## src/rtl/serial_subtractor_4bit.sv

```systemverilog
// Bit-serial two's-complement subtractor: computes a - b - bin one bit per clock, LSB first,
// and reports the unsigned borrow-out and the signed overflow alongside the difference.
module serial_subtractor_4bit #(
  parameter int WIDTH = 4
) (
  input  logic             clk,
  input  logic             rst,
  input  logic             start,
  input  logic [WIDTH-1:0] a,
  input  logic [WIDTH-1:0] b,
  input  logic             bin,
  output logic             busy,
  output logic             done,
  output logic [WIDTH-1:0] diff,
  output logic             bout,
  output logic             overflow
);

  localparam int CW = (WIDTH > 2) ? $clog2(WIDTH) : 1;
  localparam logic [CW-1:0] CNT_LAST = CW'(WIDTH - 1);
  localparam logic [CW-1:0] CNT_ONE  = CW'(1);

  typedef enum logic [1:0] {
    S_IDLE  = 2'd0,
    S_SHIFT = 2'd1,
    S_DONE  = 2'd2
  } state_e;

  state_e           state_q,  state_d;
  logic [WIDTH-1:0] a_sh_q,   a_sh_d;
  logic [WIDTH-1:0] b_sh_q,   b_sh_d;
  logic [WIDTH-1:0] res_q,    res_d;
  logic [CW-1:0]    cnt_q,    cnt_d;
  logic             br_q,     br_d;
  logic             a_msb_q,  a_msb_d;
  logic             b_msb_q,  b_msb_d;
  logic [WIDTH-1:0] diff_q,   diff_d;
  logic             bout_q,   bout_d;
  logic             ovf_q,    ovf_d;
  logic             busy_q,   busy_d;
  logic             done_q,   done_d;

  logic             a_bit_s;
  logic             b_bit_s;
  logic             d_bit_s;
  logic             br_nxt_s;
  logic [WIDTH-1:0] res_shift_s;

  // One-bit full-subtractor slice on the current LSBs of the operand shift registers.
  always_comb begin
    a_bit_s     = a_sh_q[0];
    b_bit_s     = b_sh_q[0];
    d_bit_s     = a_bit_s ^ b_bit_s ^ br_q;
    br_nxt_s    = (~a_bit_s & b_bit_s) | (~(a_bit_s ^ b_bit_s) & br_q);
    res_shift_s = {d_bit_s, res_q[WIDTH-1:1]};
  end

  // Next-state and datapath control for the IDLE -> SHIFT -> DONE sequence.
  always_comb begin
    state_d = state_q;
    a_sh_d  = a_sh_q;
    b_sh_d  = b_sh_q;
    res_d   = res_q;
    cnt_d   = cnt_q;
    br_d    = br_q;
    a_msb_d = a_msb_q;
    b_msb_d = b_msb_q;
    diff_d  = diff_q;
    bout_d  = bout_q;
    ovf_d   = ovf_q;
    busy_d  = 1'b0;
    done_d  = 1'b0;

    case (state_q)
      S_IDLE: begin
        if (start) begin
          a_sh_d  = a;
          b_sh_d  = b;
          a_msb_d = a[WIDTH-1];
          b_msb_d = b[WIDTH-1];
          br_d    = bin;
          cnt_d   = {CW{1'b0}};
          res_d   = {WIDTH{1'b0}};
          busy_d  = 1'b1;
          state_d = S_SHIFT;
        end else begin
          state_d = S_IDLE;
        end
      end

      S_SHIFT: begin
        a_sh_d = {1'b0, a_sh_q[WIDTH-1:1]};
        b_sh_d = {1'b0, b_sh_q[WIDTH-1:1]};
        br_d   = br_nxt_s;
        res_d  = res_shift_s;
        cnt_d  = cnt_q + CNT_ONE;
        // Results are published on the same edge that consumes the last bit.
        if (cnt_q == CNT_LAST) begin
          diff_d  = res_shift_s;
          bout_d  = br_nxt_s;
          ovf_d   = (a_msb_q ^ b_msb_q) & (res_shift_s[WIDTH-1] ^ a_msb_q);
          done_d  = 1'b1;
          state_d = S_DONE;
        end else begin
          busy_d  = 1'b1;
          state_d = S_SHIFT;
        end
      end

      S_DONE: begin
        state_d = S_IDLE;
      end

      default: begin
        state_d = S_IDLE;
      end
    endcase
  end

  // State, datapath and output registers with synchronous reset.
  always_ff @(posedge clk) begin
    if (rst) begin
      state_q <= S_IDLE;
      a_sh_q  <= {WIDTH{1'b0}};
      b_sh_q  <= {WIDTH{1'b0}};
      res_q   <= {WIDTH{1'b0}};
      cnt_q   <= {CW{1'b0}};
      br_q    <= 1'b0;
      a_msb_q <= 1'b0;
      b_msb_q <= 1'b0;
      diff_q  <= {WIDTH{1'b0}};
      bout_q  <= 1'b0;
      ovf_q   <= 1'b0;
      busy_q  <= 1'b0;
      done_q  <= 1'b0;
    end else begin
      state_q <= state_d;
      a_sh_q  <= a_sh_d;
      b_sh_q  <= b_sh_d;
      res_q   <= res_d;
      cnt_q   <= cnt_d;
      br_q    <= br_d;
      a_msb_q <= a_msb_d;
      b_msb_q <= b_msb_d;
      diff_q  <= diff_d;
      bout_q  <= bout_d;
      ovf_q   <= ovf_d;
      busy_q  <= busy_d;
      done_q  <= done_d;
    end
  end

  assign busy     = busy_q;
  assign done     = done_q;
  assign diff     = diff_q;
  assign bout     = bout_q;
  assign overflow = ovf_q;

endmodule

```

## config.mk

```make
export PLATFORM = sky130hd
export DESIGN_NAME = serial_subtractor_4bit
export DESIGN_NICKNAME = d
export VERILOG_FILES = /design/src/rtl/serial_subtractor_4bit.sv
export SDC_FILE = /design/constraint.sdc
export NUM_CORES = 1
export LEC_CHECK = 0
export ABC_AREA = 1
export BUFFER_PORTS_ARGS = -buffer_cell sky130_fd_sc_hd__buf_2
export CAP_MARGIN = 30
export CORE_MARGIN = 2
export CORE_UTILIZATION = 25
export DETAILED_ROUTE_END_ITERATION = 6
export GPL_TIMING_DRIVEN = 0
export PLACE_DENSITY = 0.45
export SLEW_MARGIN = 20
export SYNTH_ARGS = -nofsm -noshare
export SYNTH_HDL_FRONTEND = slang
export SYNTH_SLANG_ARGS = --single-unit
```

## constraint.sdc

```tcl
create_clock -name clk -period 1.3 [get_ports clk]
set_clock_uncertainty 0.15 [all_clocks]
set_input_delay 0.39 -clock clk [delete_from_list [all_inputs] [get_ports clk]]
set_output_delay 0.39 -clock clk [all_outputs]
set_load 0.1 [all_outputs]
```

; Word-level counts from Yosys, hierarchy flattened
; Cells that the tools add are included.
[op_classes]
n_addsub = 1
eq_ne = 3
muxes = 17
bitwise = 11
n_reduce_logical = 6
[ops]
columns = cell, n
row1 = one-hot mux 4 bit (2 select lines), 3
row2 = 2-to-1 mux 4 bit, 3
row3 = one-hot mux 2 bit (2 select lines), 2
row4 = AND reduction 2 bit, 3
row5 = 2-to-1 mux 1 bit, 5
row6 = 2-to-1 mux 2 bit, 2
row7 = one-hot mux 1 bit (2 select lines), 2
row8 = XOR 1 bit, 4
row9 = AND 1 bit, 3
row10 = inverter 1 bit, 3
row11 = "adder 2 x 1 -> 2 bit, second input constant", 1
row12 = "equality test 2 x 1 -> 1 bit, second input constant", 1
row13 = "equality test 2 bit, second input constant", 1
row14 = zero test 2 bit, 1
row15 = "!= test 2 bit, second input constant", 1
row16 = nonzero test 2 bit, 1
row17 = OR reduction 2 bit, 1
row18 = OR 1 bit, 1
[word_totals]
regBits = 27
input_bits = 12
output_inout_bits = 8

; Depth between registers and ports, before layout
; Gate-level depths: netlist of run 1.
[logic_depth]
ltp_word = 5
ltp_mapped = 7

; Worst setup path after synthesis of run 1
; OpenSTA, ideal clock, no wires.
[synth_path]
path_type = register -> register
startpoint = register state_q[0]
endpoint = register br_q
setup_ns = 0.065
arrival_ns = 1.647
slack_ns = -0.562
stages_incl_launch_ff = 7
n_path_buf = 0
period_less_slack_ns = 1.862
path_cell_list = dfxtp_1 inv_1 nor2_4 nand2_1 nand2_1 nor2_1 nor2_1
[synth_via]
elab_chain_len = 3
word_cells_on_any_way = 6
[synth_lines]
columns = item, line
row1 = start: declaration, 29  ; state_e state_q, state_d;
row2 = start signal: assignment, 137  ; state_q <= state_d;
row3 = equality test 2 x 1 -> 1 bit / zero test 2 bit (equally long branches), 74  ; case (state_q)
row4 = nonzero test 2 bit (no source line) / != test 2 bit (equally long branches), -
row5 = AND reduction 2 bit (no source line), -
row6 = end signal: assignment, 142  ; br_q <= br_d;
row7 = end: declaration, 34  ; logic br_q, br_d;
; Several ways; a longest one is shown, not always the timed one.
; A chain may end at the register's enable or synchronous reset.

; Worst setup path after layout of run 1
[layout_path]
startpoint = register a_sh_q[0]
endpoint = register res_q[3]
[layout_via]
elab_chain_len = 3
[layout_lines]
columns = item, line
row1 = start: declaration, 30  ; logic [WIDTH-1:0] a_sh_q, a_sh_d;
row2 = start signal: assignment, 124  ; a_sh_q <= {WIDTH{1'b0}};
row3 = start signal: assignment, 138  ; a_sh_q <= a_sh_d;
row4 = XOR 1 bit (2 in series), 53  ; d_bit_s = a_bit_s ^ b_bit_s ^ br_q;
row5 = net d_bit_s, 45  ; logic d_bit_s;
row6 = one-hot mux 4 bit (2 select lines), 74
row7 = end signal: assignment, 126  ; res_q <= {WIDTH{1'b0}};
row8 = end signal: assignment, 140  ; res_q <= res_d;
row9 = end: declaration, 32  ; logic [WIDTH-1:0] res_q, res_d;
; The timed path passes the listed nets, and every way through them passes these cells.

==> metrics.txt, run 1 <==
final std cells w/o fill=222; vias per cell=4.117; failing checks=negative setup slack; CP endpoint kind=flop; max-cap violation count=0; CTS Sinks=25; Yosys warning total=0; Rows=23; Fmax=693.2 MHz; status=finished, violations left; Die Width=69.61 um; Final Power=0.001543 W; NumNets Final=187; ANT cells=0; core area=4058 sq um; Netlist Area Pre-Place=1076 sq um; vias in the first global route=912; gr usage total=10.30%; worst hold path type=in -> reg; dpl ws=-211.0 ps; Min Hold Slack=209.8 ps; Final Cycle Share=111.0%; Root Driver=clkbuf_8; Tmin final=1443 ps; CP Launch Type=flop; Port-buffer cells=18; fin. max-slew vios=0; #FFs+latches synth=25; Starting Density=26.52%; cell total after placement=216; fillcell total=422; clk_lat worst skew=260 ps; Worst-Margin Slew=465.1 ps; setup violators final=11; I/O pins=20; syn nets=162; first-pass GRT wire length=4.029 mm; CTS tree=done; Static Leak=0.6376 nW; setup ws final=-142.5 ps; H-tree depth=1; CTS clk-pin slew, worst paths=90 ps; CP required=1350 ps; R2R Setup Slk=-140 ps; PwrDens=1060 nW/um^2; Cells after Synth=148; initial antenna violation count=0; area delta synth->final=35.23%; Final GP Congestion=0.7132; vias=914; Max IR drop VDD=0.4393 mV; DIE AREA=4845 sq um; DR pass1 iterations=4; CP Max Fanout=3; Seq/Total Area, Yosys=46.51%; # DRC=0; DP Wirelength=1.710 mm; share of post-route cells with drive strength above 1=34.88%; drt wl/cell=10.24 um; Reg area=521.8 sq um; largest net degree at the start of global routing=15; Max clock buf depth=2; post-synthesis cell type count=21; final hold violation count=0; die height=69.61 um; critical path arrival=1490 ps; Iteration-0 DRC Markers=40; total grt overflow=0; Crit Path Category=reg -> reg; Setup Total Neg Slack=-770.8 ps; RSZ-0062 raised after global routing=true; post-route ant nets=0; final wirelength=2.274 mm; total CTS buffers=3; Syn Area/Cell=7.270 sq um; Slew HR=68.99%; multi-input logic area=494.2 sq um
cell usage in the layout, fill, tap and decap left out, types with 2 or more instances in the layout:
cell / Yosys / layout
buf_12: 0 / 8
dfxtp_1: 25 / 12
o21ai_1: 2 / 2
nand3_1: 3 / 3
buf_2: 2 / 11
inv_1: 16 / 12
nor2_2: 0 / 2
dfxtp_4: 0 / 2
dfxtp_2: 0 / 11
inv_2: 1 / 4
buf_4: 1 / 3
clkbuf_8: 0 / 3
nor2_1: 19 / 17
nand2_2: 1 / 3
o21ai_2: 4 / 4
a21oi_1: 14 / 13
nand2_1: 51 / 49
Yosys cell counts (all sizes together):
library cell | n | area [sq um]
a21oi | 14 | 70.07
buf | 4 | 28.78
clkbuf | 1 | 3.750
clkinv | 1 | 3.750
dfxtp | 25 | 500.5
fa | 1 | 20.02
ha | 1 | 12.51
inv | 17 | 63.81
nand2 | 52 | 197.7
nand3 | 4 | 32.53
nand3b | 1 | 7.510
nor2 | 20 | 82.58
o21a | 1 | 7.510
o21ai | 6 | 45.04
metal layers:
metal  share of wire, %  GRT usage [%]
met5                  0              0
met3                2.0          1.308
met1                 49          13.02
met4                1.2          4.575
met2                 48          17.41
timing repair:
action | 4_1_cts | 5_1_grt
hold buffers | 0 | 0
endpoints found under the setup margin | 18 | 30
gates resized for setup | 38 | 13
setup buffers | 2 | 0
pin swaps | 2 | 5
layout make-up:
class / count / area share, %
multi-input cells: 100 / 33.96
inverters: 18 / 4.815
clock buffers: 3 / 2.837
well taps: 50 / 4.299
repair buffers: 20 / 15.48
flip-flops and latches: 25 / 35.86
clock inverters: 1 / 0.3439
plain buffers: 5 / 2.408
flip-flops by register name (all words and copies together) (netlist names):
register  flops
diff          4
cnt_q         2
state_q       2
b_sh_q        4
overflow      1
b_msb_q       1
done          1
a_sh_q        4
br_q          1
res_q         3
bout          1
a_msb_q       1
stage by stage:
| step | instance area (sq um) | utilization [%] |
|---|---|---|
| global placement | 1241 | 30.59 |
| CTS | 1431 | 35.28 |
| finish | 1455 | 35.86 |
| detailed placement | 1241 | 30.59 |
| global route | 1455 | 35.86 |
| floorplan | 1089 | - |
cells by family (layout without fill, tap and decap cells):
group,count (synthesis),count (layout),synth area share (%)
AO/OA/AOI/OAI,21,21,11.40
flip-flops,25,25,46.51
AND/OR/NAND/NOR,77,77,29.77
buffers and inverters,23,47,9.302
adder cells (fa/ha/maj),2,2,3.023
power by group:
part / switching (W) / total, W / internal [W]
Clock: 0.000244 / 0.000458 / 0.000214
Sequential: 0.0000250 / 0.000826 / 0.000801
Combinational: 0.000152 / 0.000259 / 0.000108
path summary, 6_finish.rpt:
path,start,end,depth (start not counted)
setup reg to reg,a_sh_q[0]$_SDFFE_PP0P_,res_q[3]$_SDFFE_PP0P_,4
hold / removal,rst,diff[3]$_SDFFE_PP0P_,2
setup / recovery,a_sh_q[0]$_SDFFE_PP0P_,res_q[3]$_SDFFE_PP0P_,4
hold reg to reg,res_q[1]$_SDFFE_PP0P_,diff[0]$_SDFFE_PP0P_,2
worst max-delay path, stage by stage (launching register included):
cell and delay, ps:
dfxtp_2 340, fa_2 600, buf_4 120, nand2_1 50, a21oi_1 120
Note: power is estimated with default switching activity, not from simulation.
==> inputs of run 2 (changes only) <==
- PLACE_DENSITY: 0.45 -> unset
- PLACE_DENSITY_LB_ADDON: unset -> 0.08
==> metrics.txt, run 2 (same netlist as run 1, synthesis figures left out) <==
CP Launch Type=flop; vias per cell=4.254; CP endpoint kind=flop; worst hold path type=in -> reg; metal2 WL=1.069 mm; failing checks=negative setup slack; Worst Path Buf+Inv=1; Crit Path Category=reg -> reg; total grt overflow=0; RSZ-0062 raised after global routing=true; DIE AREA=4845 sq um; most frequent cells in the layout=48 x nand2_1, 19 x nor2_1, 13 x a21oi_1, 13 x dfxtp_2, 12 x inv_1; initial antenna violation count=0; slowest CP cell=fa_2; top layer in use=met4; # DRC=0; Slew HR=67.61%; Root Driver=clkbuf_8; cell total after placement=216; max-cap violation count=0; Final Power=0.001607 W; critical path arrival=1500 ps; core area=4058 sq um; I/O pins=20; gr usage total=10.46%; final wirelength=2.366 mm; Worst path top cell family by delay=adder cells; largest net degree at the start of global routing=16; leading cell type in the layout, fill and taps excluded=nand2_1; Worst-Margin Slew=485.9 ps; final hold violation count=0; Tmin final=1467 ps; DP Wirelength=1.714 mm; Critical R2R Launch=a_sh_q[0]$_SDFFE_PP0P_; CTS tree=done; NumNets Final=189; H-tree depth=1; setup ws final=-166.6 ps; drt wl/cell=10.56 um; fin. max-slew vios=0; Post-Route M1 WL=1.205 mm; Worst R2R Path Depth=6; Max clock buf depth=2; Setup Total Neg Slack=-871.6 ps; Final GP Congestion=0.6908; share of post-route cells with drive strength above 1=36.21%; critical-path cell list=fa_2 > nor2_1 > nand2_1 > nand3_2 > nand2_2 > inv_2; Layout Utilization=36.85%; status=finished, violations left; PwrDens=1075 nW/um^2; Final Cycle Share=112.8%; final std cells w/o fill=224; first-pass GRT wire length=4.077 mm; Static Leak=0.6497 nW; CTS clk-pin slew, worst paths=100 ps; hold path cells=2; Hold Path Origin=rst; Die Width=69.61 um; Fmax=681.8 MHz; Max IR drop VDD=0.4671 mV; post-route ant nets=0; area delta synth->final=38.95%; setup violators final=11; Iteration-0 DRC Markers=37; Rows=23; vias=953; CP required=1330 ps; Crit Reg-Reg Endpoint=overflow$_SDFFE_PP0P_; die height=69.61 um; CTS Sinks=25; CP peak stage delay=620 ps; DR pass1 iterations=4; vias in the first global route=851; CP Max Fanout=4; R2R Setup Slk=-170 ps; clk_lat worst skew=270 ps; total CTS buffers=3; Starting Density=26.52%; ANT cells=0; Min Hold Slack=203.0 ps; Port-buffer cells=18; WL met3=68 um; Hold Crit Endpoint=diff[3]$_SDFFE_PP0P_
==> run 2: cell count changes in the layout (fill, tap and decap cells not counted), sizes merged <==
cell and delta:
clkinv -1, inv +1, buf +2
==> run 2: stage by stage <==
stage | cell area, sq um | worst slack [ps]
floorplan | 1089 | -106.3
detailed placement | 1241 | -231.0
finish | 1495 | -166.6
global route | 1495 | -237.4
global placement | 1241 | -246.1
CTS | 1416 | -176.2
==> run 2: where the power goes <==
group | total, W | leakage, nW | internal (W) | switching, W
clock network | 0.000488 | 0.0260 | 0.000219 | 0.000269
registers | 0.000827 | 0.211 | 0.000803 | 0.0000239
logic | 0.000292 | 0.413 | 0.000129 | 0.000162
total | 0.00161 | 0.650 | 0.00115 | 0.000455
==> run 2: cell type report <==
cell class | count | area (sq um)
fill | 436 | 2562
sequential | 25 | 520.5
multi-input combinational | 100 | 511.7
timing repair buffer | 22 | 244.0
inverter | 18 | 70.07
tap | 50 | 62.56
clock buffer | 3 | 41.29
buffer | 5 | 38.79
clock inverter | 1 | 6.256
==> run 2: worst max path at each step <==
stage | slack (ps) | cells past startpoint | endpoint | startpoint
final | -170 | 6 | overflow$_SDFFE_PP0P_ | a_sh_q[0]$_SDFFE_PP0P_
after CTS | -180 | 6 | overflow$_SDFFE_PP0P_ | a_sh_q[0]$_SDFFE_PP0P_
after floorplan | -110 | 6 | overflow$_SDFFE_PP0P_ | a_sh_q[0]$_SDFFE_PP0P_
after detailed placement | -230 | 7 | overflow$_SDFFE_PP0P_ | b_sh_q[0]$_SDFFE_PP0P_
after global placement | -250 | 7 | overflow$_SDFFE_PP0P_ | b_sh_q[0]$_SDFFE_PP0P_
after global routing | -240 | 7 | overflow$_SDFFE_PP0P_ | b_sh_q[0]$_SDFFE_PP0P_
==> run 2: metal layers <==
metal	GRT usage, %	up-vias
met2	15.92	9
met5	0	-
met3	2.180	2
met4	3.268	0
met1	14.76	438
li1	-	504
==> run 2: repair_timing <==
| action | in CTS | in global routing |
|---|---|---|
| endpoints found under the hold margin | 0 | 0 |
| hold buffers | 0 | 0 |
| resized for setup | 39 | 16 |
| pin swaps | 7 | 3 |
| gates cloned | 0 | 0 |
| setup endpoints to repair | 18 | 28 |
| buffers inserted | 0 | 4 |
==> run 2: worst reg2reg max path: stages, from the launching register on <==
cell	delay, ps
dfxtp_2	340
fa_2	620
nor2_1	60
nand2_1	60
nand3_2	60
nand2_2	60
inv_2	30
==> inputs of run 3 (changes only) <==
- GPL_TIMING_DRIVEN: 0 -> unset
==> metrics.txt, run 3 (same netlist as run 1, synthesis figures left out) <==
DP Wirelength=1.707 mm; routing usage on met3=2.471%; Fmax=702.5 MHz; failing checks=negative setup slack; Die Width=69.61 um; CP required=1330 ps; status=finished, violations left; vias in the first global route=863; leading cell type in the layout, fill and taps excluded=nand2_1; largest net degree at the start of global routing=16; clk_lat worst skew=270 ps; Final Cycle Share=109.5%; GRT Max-Usage Layer=met2; Worst path top cell family by delay=adder cells; Crit Path Category=reg -> reg; Comb power frac=20.3%; Placed Area=1406 sq um; Max IR drop VDD=0.3849 mV; Final GP Congestion=0.6582; NumNets Final=194; fin. max-slew vios=0; gr usage total=11.11%; final std cells w/o fill=229; CP Launch Type=flop; area delta synth->final=51.74%; final wirelength=2.546 mm; Worst Path Buf+Inv=1; vias=975; most frequent cells in the layout=40 x nand2_1, 17 x nor2_1, 13 x dfxtp_1; total CTS buffers=3; Net Sw Power=0.0004682 W; vias per cell=4.258; Design Area, Final=1633 sq um; total grt overflow=0; final hold violation count=0; I/O pins=20; Slew HR=82.74%; Iteration-0 DRC Markers=31; post-route ant nets=0; critical path arrival=1450 ps; Max clock buf depth=2; CP Max Fanout=4; Global Route met1 Usage=15.23%; initial antenna violation count=0; PwrDens=1004 nW/um^2; worst hold path type=in -> reg; cell total after placement=220; internal power=0.001170 W; sequential power share=50.4%; CTS tree=done; RSZ-0062 raised after global routing=true; CP endpoint kind=flop; DIE AREA=4845 sq um; die height=69.61 um; Clock Power Share=29.3%; GRT met2 Usage=16.45%; CTS Sinks=25; core area=4058 sq um; Starting Density=26.52%; H-tree depth=1; setup ws final=-123.4 ps; CTS clk-pin slew, worst paths=90 ps; DR pass1 iterations=4; Final Power=0.001639 W; hold_buf cts=0; Rows=23; cell mode on critical path=nand2_1; share of post-route cells with drive strength above 1=45.81%; first-pass GRT wire length=4.243 mm; CP peak stage delay=610 ps; max-cap violation count=0; critical-path cell list=fa_2 > nor2_2 > nand2_1 > nand3_1 > nand2_1 > inv_1; Port-buffer cells=19; ANT cells=0; drt wl/cell=11.12 um; Sw Ratio=28.57%; Static Leak=0.7336 nW; Root Driver=clkbuf_8; # DRC=0; slowest CP cell=fa_2; Tmin final=1423 ps; setup violators final=21; Worst-Margin Slew=258.0 ps
-- run 3: changes by cell type in the layout (fill, tap and decap cells not counted), sizes merged --
cell  before  now
buf       25   30
-- run 3: through the flow --
| step | TNS [ps] | hold WS [ps] | util (%) | worst slack, ps |
|---|---|---|---|---|
| floorplan | -106.3 | 282.7 | - | -106.3 |
| global placement | -217.7 | 300.7 | 34.66 | -157.0 |
| detailed placement | -285.6 | 300.7 | 34.66 | -178.4 |
| CTS | -725.3 | 160.1 | 37.28 | -146.9 |
| global route | -2113 | 165.1 | 40.24 | -197.9 |
| finish | -881.0 | 166.1 | 40.24 | -123.4 |
-- run 3: timing repair --
action                     CTS  global route
setup endpoints to repair   13            29
gates resized for setup     10            30
setup buffers                2             1
hold endpoints to repair     0             0
gates cloned                 1             1
pin swaps                    8            11
-- run 3: worst paths after layout --
check	start	to	slack (ps)	cells past startpoint
worst min register to register	res_q[1]$_SDFFE_PP0P_	diff[0]$_SDFFE_PP0P_	310	2
worst min-delay path	rst	br_q$_SDFFE_PP0P_	170	2
worst max register to register	a_sh_q[0]$_SDFFE_PP0P_	overflow$_SDFFE_PP0P_	-120	6
worst max-delay path	a_sh_q[0]$_SDFFE_PP0P_	overflow$_SDFFE_PP0P_	-120	6
-- run 3: power by group through the flow --
stage | Combinational [W] | Sequential [W] | Clock (W)
2_1_floorplan | 0.000156 | 0.000857 | 0
3_3_place_gp | 0.000254 | 0.000841 | 0
3_5_place_dp | 0.000256 | 0.000842 | 0
4_1_cts | 0.000292 | 0.000822 | 0.000502
5_1_grt | 0.000370 | 0.000832 | 0.000538
6_report | 0.000333 | 0.000826 | 0.000480
-- run 3: cell type report --
cell class	instances	area (sq um)
Clock inverter	1	6.256
Fill cell	424	2425
Sequential cell	25	518.0
Multi-Input combinational cell	100	566.8
Inverter	18	70.07
Tap cell	50	62.56
Timing Repair Buffer	32	367.9
Clock buffer	3	41.29
-- run 3: worst register-to-register path, cell delays in order (launching register included) --
cell	delay, ps
dfxtp_2	340
fa_2	610
nor2_2	40
nand2_1	50
nand3_1	60
nand2_1	50
inv_1	30
-- run 3: metal layers --
layer / part of all wire, % / vias to the layer above
li1: - / 514
met1: 50 / 446
met2: 45 / 13
met3: 3.4 / 2
met4: 1.1 / 0
met5: 0 / -
